===== config.mk =====
export PLATFORM = sky130hd
export DESIGN_NAME = shift_tx_sequencer
export DESIGN_NICKNAME = d
export VERILOG_FILES = /design/src/rtl/shift_tx_sequencer.sv
export SDC_FILE = /design/constraint.sdc
export NUM_CORES = 1
export LEC_CHECK = 0
export ABC_AREA = 1
export CAP_MARGIN = 40
export CORE_MARGIN = 10
export CORE_UTILIZATION = 44
export CTS_CLUSTER_SIZE = 40
export DETAILED_ROUTE_END_ITERATION = 10
export PLACE_DENSITY = 0.8
export SYNTH_ARGS = -nofsm -noshare
export SYNTH_HDL_FRONTEND = slang
export SYNTH_SLANG_ARGS = --single-unit

===== constraint.sdc =====
create_clock -name clk -period 1.53 [get_ports clk]
set_input_delay 0.3825 -clock clk [delete_from_list [all_inputs] [get_ports clk]]
set_output_delay 0.3825 -clock clk [all_outputs]
set_load 0.005 [all_outputs]

===== src/rtl/shift_tx_sequencer.sv =====
`default_nettype none
// ============================================================================
// Module   : shift_tx_sequencer
// Brief    : Loads a parallel word into an external bidirectional shift
//            register and strobes it out WIDTH bits at DIVIDE clocks per bit.
// Revision : 1.0  initial release
// ============================================================================
module shift_tx_sequencer #(
  parameter int WIDTH  = 8,
  parameter int DIVIDE = 1
) (
  input  logic             clk,
  input  logic             rst,
  input  logic [WIDTH-1:0] in_data,
  input  logic             in_msb_first,
  input  logic             in_valid,
  output logic             in_ready,
  input  logic             abort,
  output logic [WIDTH-1:0] sr_parallel,
  output logic             sr_serial_in,
  output logic             sr_load,
  output logic             sr_lshift,
  output logic             sr_rshift,
  output logic             sr_en,
  output logic             bit_valid,
  output logic             busy,
  output logic             done
);

  localparam int BIT_W = $clog2(WIDTH + 1);
  localparam int DIV_W = (DIVIDE > 1) ? $clog2(DIVIDE + 1) : 1;
  localparam logic [BIT_W-1:0] LAST_BIT = BIT_W'(WIDTH - 1);
  localparam logic [DIV_W-1:0] LAST_DIV = DIV_W'(DIVIDE - 1);

  typedef enum logic [1:0] {
    S_IDLE  = 2'd0,
    S_LOAD  = 2'd1,
    S_SHIFT = 2'd2,
    S_DONE  = 2'd3
  } state_t;

  state_t           state;
  state_t           state_nxt;
  logic [WIDTH-1:0] data_q;
  logic [WIDTH-1:0] data_nxt;
  logic             dir_q;
  logic             dir_nxt;
  logic [BIT_W-1:0] bit_cnt;
  logic [BIT_W-1:0] bit_nxt;
  logic [DIV_W-1:0] div_cnt;
  logic [DIV_W-1:0] div_nxt;

  always_ff @(posedge clk or negedge rst) begin
    if (!rst) begin
      state   <= S_IDLE;
      data_q  <= '0;
      dir_q   <= 1'b0;
      bit_cnt <= '0;
      div_cnt <= '0;
    end else begin
      state   <= state_nxt;
      data_q  <= data_nxt;
      dir_q   <= dir_nxt;
      bit_cnt <= bit_nxt;
      div_cnt <= div_nxt;
    end
  end

  // Every output is a decode of registered state, so reset reaches them directly.
  always_comb begin
    state_nxt    = state;
    data_nxt     = data_q;
    dir_nxt      = dir_q;
    bit_nxt      = bit_cnt;
    div_nxt      = div_cnt;
    in_ready     = 1'b0;
    sr_parallel  = '0;
    sr_serial_in = 1'b0;
    sr_load      = 1'b0;
    sr_lshift    = 1'b0;
    sr_rshift    = 1'b0;
    sr_en        = 1'b0;
    bit_valid    = 1'b0;
    busy         = 1'b0;
    done         = 1'b0;

    case (state)
      S_IDLE: begin
        in_ready = 1'b1;
        if (in_valid) begin
          data_nxt  = in_data;
          dir_nxt   = in_msb_first;
          state_nxt = S_LOAD;
        end
      end

      S_LOAD: begin
        sr_load     = 1'b1;
        sr_en       = 1'b1;
        sr_parallel = data_q;
        busy        = 1'b1;
        bit_nxt     = '0;
        div_nxt     = '0;
        state_nxt   = abort ? S_IDLE : S_SHIFT;
      end

      S_SHIFT: begin
        busy      = 1'b1;
        sr_lshift = dir_q;
        sr_rshift = ~dir_q;
        if (div_cnt == LAST_DIV) begin
          sr_en     = 1'b1;
          bit_valid = 1'b1;
          div_nxt   = '0;
          bit_nxt   = bit_cnt + 1'b1;
          if (bit_cnt == LAST_BIT) begin
            state_nxt = S_DONE;
          end
        end else begin
          div_nxt = div_cnt + 1'b1;
        end
        // A cancel still lets this cycle's strobe through; outputs drop next cycle.
        if (abort) begin
          state_nxt = S_IDLE;
          bit_nxt   = '0;
          div_nxt   = '0;
        end
      end

      S_DONE: begin
        busy      = 1'b1;
        done      = 1'b1;
        bit_nxt   = '0;
        div_nxt   = '0;
        state_nxt = S_IDLE;
      end

      default: begin
        state_nxt = S_IDLE;
      end
    endcase
  end

endmodule
`default_nettype wire


==> Yosys cells after proc, flatten, opt, wreduce, memory -nomap -nowiden <==
Cells that the tools add are included.
{ "classes": {"addsub": 2, "n_eq_ne": 7, "mux": 22, "bitwise_logic": 1, "reduce_logical": 7} }
{ "op_table": {"columns": ["operator", "count"], "rows": [
  ["1-bit 2-to-1 mux", 10],
  ["2-bit 2-to-1 mux", 5],
  ["4-bit 2-to-1 mux", 2],
  ["8-bit 2-to-1 mux", 1],
  ["2-bit case mux with 4 select lines", 1],
  ["4-bit case mux with 2 select lines", 1],
  ["3-bit inequality test, second input constant", 2],
  ["4-bit by 1-bit adder with 4-bit output, second input constant", 1],
  ["2-bit equality test, second input constant", 2],
  ["4-bit by 3-bit equality test with 1-bit output, second input constant", 1],
  ["1-bit case mux with 2 select lines", 2],
  ["2-bit AND reduction", 2],
  ["3-bit AND reduction", 1],
  ["3-bit OR reduction", 1],
  ["2-bit by 1-bit equality test with 1-bit output, second input constant", 1],
  ["2-bit zero test", 1],
  ["2-bit inequality test, second input constant", 1],
  ["2-bit nonzero test", 1],
  ["2-bit OR reduction", 1],
  ["1-bit adder, second input constant", 1],
  ["1-bit NOT", 1]
]} }
{ "totals": {"reg_bits": 16, "out_inout_bits": 17} }

==> Logic depth before layout (Yosys ltp) <==
Gate-level depths: netlist of the first run.
{ "depth": {"depth_word": 5, "depth_mapped": 8, "depth_no_buf": 8} }

==> Worst setup path before layout of the first run <==
Ideal clock, no wire load.
{ "synth_path": {"path_kind": "flip-flop to output port", "from": "reg state[1]", "to": "out sr_parallel[0]", "arrival_time_ps": 920, "path_slack_ps": 228, "stages_incl_launch_ff": 6, "path_buffers": 1, "path_cell_list": "dfrtp_1 > inv_1 > ha_1 > buf_6 > nand2_1 > inv_1"} }
{ "synth_via": {"elab_chain_len": 2} }
{ "synth_rtl": {"columns": ["element", "line", "source"], "rows": [
  ["start, declared", "42", "state_t state;"],
  ["start signal, assigned", "61", "state <= state_nxt;"],
  ["2-bit by 1-bit equality test with 1-bit output", "87", "case (state)"],
  ["8-bit 2-to-1 mux", "87", null],
  ["end, declared", "19", "output logic [WIDTH-1:0] sr_parallel,"]
]} }
Every way passes these cells.

==> Worst setup path after layout of the first run <==
{ "layout_path": {"from": "reg state[1]", "to": "out sr_parallel[6]"} }
Same word-level chain as after synthesis.

==> flow_summary.toml, run 1 <==
[status]
status = "finished, violations left"
failed_checks = "negative setup slack"

[routing]
wl_per_cell_um = 13.66
viasPerCell = 4.638
final_antenna_net_count = 0
dr.pass1.iters = 5
drc_errors = 0
drt-initial-drc-count = 18
routed_wl_mm = 2.568
vias = 872

[final_layout]
syn2layout_area_growth_pct = 63.20
nets = 183
n_antenna_cell = 0
final_cell_mix = "33 x nand2_1, 18 x buf_6, 14 x dfrtp_1"
final_util = 0.7854
layout-drive-gt1-share = 0.3988
final_common_cell = "nand2_1"

[sta]
hold_viol_final = 0
max_freq_mhz = 596.6
setup_ws_ns = -0.1462
finalSetupViolCount = 16
final.min_clock_period_ns = 1.676
fin_crit_sh = 1.096
rsz0062_at_grt = "true"
slew_viol_final = 0
skew_ns = 0.005074

[critical_path]
worstReg2RegStart = "state[1]$_DFFE_PN0P_"
r2r_cells = 8
r2r_setup_slack_ns = 0.08
crit_path_end_kind = "output port"
crit_type = "reg2out"
crit_path_start_kind = "flop"
reg2reg_to = "bit_cnt[0]$_DFFE_PN0P_"
critPathMaxFanout = 5
cp.required_ns = 1.15
critPathArrivalTime_ns = 1.29

[placed_design]
place_ws_ns = -0.2383
io_buffers = 28
hpwl_mm = 1.894
routabilityCongestion = 0.7714

[floorplan]
fp.dieW_um = 64.39
rows = 15
die_area_um2 = 4146
start_util = 0.4813
coreArea_um2 = 1802
die_height_um = 64.39
io_pins = 30

[cts]
numClockSinks = 15
cts_tree = "built"
clkTransAtPathRegs_ns = 0.09
cts.path.max_buffers = 2
h-tree-depth = 1
root_buffer = "clkbuf_4"
insertion_delay_ns = 0.28
cts_buffers = 3

[synth]
yosys_warnings = 0
avgSynthCellArea_um2 = 7.475
ys_seq_area_frac = 0.4329
yosysUniqueCellTypes = 17
syn_inst = 116
yosys_register_bits = 15
synth_area_um2 = 867.1
synthesis.nets = 135

[min_path]
hold_path.class = "in2async"

[global_route]
antenna_found_initial = 0
grt_pass1_vias = 904
grt_overflow_total = 0
grt_max_degree = 16
grt_first_pass_wirelength_mm = 4.209
grtUsageTotal = 0.1265

[pwr]
power_leakage_nw = 0.7775
power_density_nw_per_um2 = 2041
peakVddDrop_mv = 1.502

[flow_run]
drv_cap = 0
routing by layer:
| layer | track usage | part of all wire | vias up | wire, um |
|---|---|---|---|---|
| met1 | 0.1352 | 0.41 | 403 | 1060 |
| li1 | - | - | 438 | - |
| met2 | 0.2328 | 0.52 | 27 | 1334 |
| met4 | 0.05080 | 0.014 | 0 | 37 |
| met5 | 0 | 0 | - | 0 |
| met3 | 0.02787 | 0.053 | 4 | 135 |
timing repair:
action | 4_1_cts | 5_1_grt
setup endpoints to repair | 16 | 19
resized for setup | 91 | 18
buffers inserted | 2 | 1
hold buffers | 0 | 0
pin swaps | 4 | 3
cloned | 1 | 0
sequential cells by signal (all words and copies together), names as in the netlist:
| name | cells |
|---|---|
| state | 2 |
| dir_q | 1 |
| data_q | 8 |
| bit_cnt | 4 |
worst max-delay path, cell delays in order, from the launching register on:
cell and delay [ns]:
dfrtp_1 0.43, inv_2 0.10, ha_4 0.16, buf_6 0.12
nand2_2 0.05, inv_1 0.04, buf_2 0.10
metrics by stage:
stage / hold slack [ns] / std cells / instance area, um2 / TNS (ns) / power [mW]
after floorplan: 0.08691 / 116 / 867.1 / 0 / 1.404
after global placement: 0.4533 / 181 / 1265 / -2.782 / 2.174
after detailed placement: 0.4587 / 181 / 1265 / -3.184 / 2.237
after CTS: 0.4135 / 188 / 1359 / -1.351 / 2.711
after global routing: 0.4292 / 188 / 1415 / -2.654 / 3.141
final: 0.3992 / 188 / 1415 / -1.690 / 2.888
how the worst max path moves through the flow:
stage	startpoint	endpoint	slack (ns)	cells after the start
3_3_place_gp	state[1]$_DFFE_PN0P_	sr_parallel[4]	-0.22	6
4_1_cts	state[1]$_DFFE_PN0P_	sr_parallel[5]	-0.11	6
5_1_grt	state[1]$_DFFE_PN0P_	sr_parallel[2]	-0.20	6
6_report	state[1]$_DFFE_PN0P_	sr_parallel[6]	-0.15	6
3_5_place_dp	state[1]$_DFFE_PN0P_	sr_parallel[6]	-0.24	6
2_1_floorplan	state[1]$_DFFE_PN0P_	sr_parallel[0]	0.23	5
cells in the mapped netlist:
library cell,number,area (um2)
o21ai_1,1,5.000
buf_4,3,22.52
a21oi_1,2,10.01
nor2_1,6,22.52
ha_1,6,75.07
nand2_1,39,146.4
nor2_2,2,12.51
nand2_2,3,18.77
conb_1,1,3.750
inv_1,19,71.32
xor2_1,1,8.760
nand4_1,1,6.260
o21ai_0,1,5.000
buf_6,1,11.26
nand3_1,13,65.06
dfrtp_1,15,375.4
inv_2,2,7.510
layout make-up:
cell class	count	area, um2
fillers	119	386.6
flip-flops and latches	15	376.6
clock buffers	4	26.28
well taps	25	31.28
multi-input cells	76	466.7
inverters	21	78.83
repair buffers	47	435.4
power by group:
| group | leakage [nW] | switching (mW) | total (mW) | internal [mW] |
|---|---|---|---|---|
| Combinational | 0.573 | 0.912 | 1.94 | 1.03 |
| Sequential | 0.190 | 0.145 | 0.720 | 0.574 |
| Clock | 0.0150 | 0.130 | 0.231 | 0.101 |
cell families after synthesis:
family	synth area share
and+or+nand+nor	0.3131
buffers and inverters	0.1299
DFF	0.4329
adders and majority gates	0.08658
AOI/OAI and AO/OA	0.02308
xor gates and xnor gates	0.01010
other	0.004325
No activity file was read; power rests on OpenSTA's default activity.
==> run 2: changes to the inputs <==
--- a/config.mk
+++ b/config.mk
@@ -7,7 +7,6 @@
 export LEC_CHECK = 0
 export ABC_AREA = 1
 export CAP_MARGIN = 40
-export CORE_MARGIN = 10
 export CORE_UTILIZATION = 44
 export CTS_CLUSTER_SIZE = 40
 export DETAILED_ROUTE_END_ITERATION = 10
==> flow_summary.toml, run 2 (synthesis gave the netlist of run 1 again) <==
[routing]
vias = 857
drt-initial-drc-count = 14
viasPerCell = 4.559
routed_wl_mm = 2.273
drc_errors = 0
wl_per_cell_um = 12.09
final_antenna_net_count = 0
dr.pass1.iters = 6

[sta]
setup_ws_ns = -0.1551
finalSetupViolCount = 16
hold_viol_final = 0
fin_setup_tns_ns = -1.401
final.min_clock_period_ns = 1.685
max_freq_mhz = 593.4
rsz0062_at_grt = "true"
skew_ns = 0.003506
holdWs_ns = 0.4064
fin_crit_sh = 1.101
slew_viol_final = 0

[cts]
cts.path.max_buffers = 2
root_buffer = "clkbuf_4"
h-tree-depth = 1
numClockSinks = 15
cts_buffers = 3
cts_tree = "built"
insertion_delay_ns = 0.28
cts_hold_buf = 0
clkTransAtPathRegs_ns = 0.09

[pwr]
power_density_nw_per_um2 = 1991
power_leakage_nw = 0.7777
switchingPower_mw = 1.153
clkPwrFrac = 0.081
comb_power_share = 0.659
power_switching_share = 0.4129
intPower_mw = 1.640
p_seq_frac = 0.260
finalPower_mw = 2.793
peakVddDrop_mv = 1.458

[critical_path]
crit_type = "reg2out"
worstReg2RegStart = "state[1]$_DFFE_PN0P_"
reg2reg_to = "state[0]$_DFFE_PN0P_"
crit_path_frequent_cell = "buf_6"
critPathArrivalTime_ns = 1.30
path_cells = "buf_6 -> ha_4 -> buf_6 -> inv_4 -> nor2_2 -> buf_2"
crit_path_start_kind = "flop"
r2r_setup_slack_ns = 0.05
crit_path_end_kind = "output port"
cp.required_ns = 1.15
critPathMaxFanout = 4
critPathLaunch = "state[1]$_DFFE_PN0P_"
endpoint = "sr_rshift"
r2r_cells = 9
critPathMaxStageDelay_ns = 0.41
worst_path_max_delay_cell = "dfrtp_1"

[floorplan]
coreArea_um2 = 1783
io_pins = 30
die_area_um2 = 2152
fp.dieW_um = 46.39
rows = 15
die_height_um = 46.39
start_util = 0.4863

[final_layout]
top_regs = "data_q x8, bit_cnt x4, state x2"
finalInstanceArea_um2 = 1403
nets = 183
fill_cells = 118
layout-drive-gt1-share = 0.4110
syn2layout_area_growth_pct = 61.76
final_cell_mix = "30 x nand2_1, 15 x buf_6, 14 x inv_1, 14 x dfrtp_1, 13 x nand3_1"
final_common_cell = "nand2_1"
largest_register_ffs = 8
n_antenna_cell = 0
top_register = "data_q"
instances_no_fill = 188
final_util = 0.7867

[placed_design]
hpwl_mm = 1.493
placedCellCount = 179
place_ws_ns = -0.2102
dpl-instance-area_um2 = 1250
io_buffers = 28
routabilityCongestion = 0.7309

[min_path]
hold_path.class = "in2async"

[status]
status = "finished, violations left"
failed_checks = "negative setup slack"

[global_route]
grt_first_pass_wirelength_mm = 3.415
antenna_found_initial = 0
grtUsageTotal = 0.2263
grt_max_degree = 16
grt_overflow_total = 0
grt_pass1_vias = 834

[flow_run]
drv_cap = 0
-- run 2: cell types whose count changed in the layout (fill, tap and decap cells not counted), sizes merged --
cell / previous run / this run
clkbuf: 4 / 3
clkinv: 0 / 1
-- run 2: how the worst min path moves through the flow --
| stage | from | end | slack (ns) | cells after the start |
|---|---|---|---|---|
| 2_1_floorplan | rst | bit_cnt[0]$_DFFE_PN0P_ | 0.09 | 0 |
| 3_3_place_gp | data_q[0]$_DFFE_PN0P_ | data_q[0]$_DFFE_PN0P_ | 0.45 | 2 |
| 3_5_place_dp | data_q[0]$_DFFE_PN0P_ | data_q[0]$_DFFE_PN0P_ | 0.46 | 2 |
| 4_1_cts | rst | state[1]$_DFFE_PN0P_ | 0.40 | 2 |
| 5_1_grt | rst | data_q[7]$_DFFE_PN0P_ | 0.41 | 2 |
| 6_report | rst | state[0]$_DFFE_PN0P_ | 0.41 | 2 |
-- run 2: per-layer routing --
| layer | global-route usage | vias to the layer above | share of wire |
|---|---|---|---|
| li1 | - | 438 | - |
| met1 | 0.2881 | 393 | 0.42 |
| met2 | 0.3806 | 24 | 0.54 |
| met3 | 0.02353 | 2 | 0.031 |
| met4 | 0.1000 | 0 | 0.0088 |
| met5 | 0 | - | 0 |
-- run 2: power groups by stage --
stage / combinational [mW] / clock [mW] / sequential, mW
floorplan: 0.739 / 0 / 0.665
global placement: 1.45 / 0 / 0.674
detailed placement: 1.48 / 0 / 0.688
CTS: 1.71 / 0.237 / 0.705
global route: 2.03 / 0.244 / 0.749
finish: 1.84 / 0.226 / 0.727
-- run 2: layout make-up --
type | instances | area (um2) | area share
multi-input cells | 76 | 466.7 | 0.3327
repair buffers | 47 | 416.7 | 0.2971
flip-flops and latches | 15 | 376.6 | 0.2685
inverters | 21 | 83.83 | 0.05977
well taps | 25 | 31.28 | 0.02230
clock buffers | 3 | 22.52 | 0.01606
clock inverters | 1 | 5.005 | 0.003568
-- run 2: worst max-delay path, delay by kind of cell, from the launching register on --
kind | cells | cell delay (ns)
fa+ha+maj | 1 | 0.16
simple gates | 1 | 0.03
flops | 1 | 0.41
buf+inv | 4 | 0.41
-- run 2: what timing repair did --
item / 4_1_cts / 5_1_grt
resized for setup: 92 / 16
endpoints found under the setup margin: 16 / 24
pin swaps: 4 / 2
setup buffers: 5 / 1
==> run 3: changes to the inputs <==
--- a/config.mk
+++ b/config.mk
@@ -11,6 +11,7 @@
 export CTS_CLUSTER_SIZE = 40
 export DETAILED_ROUTE_END_ITERATION = 10
 export PLACE_DENSITY = 0.8
+export SLEW_MARGIN = 10
 export SYNTH_ARGS = -nofsm -noshare
 export SYNTH_HDL_FRONTEND = slang
 export SYNTH_SLANG_ARGS = --single-unit
==> results of run 3 <==
Final layout, timing and power as in run 2 (identical DEF).
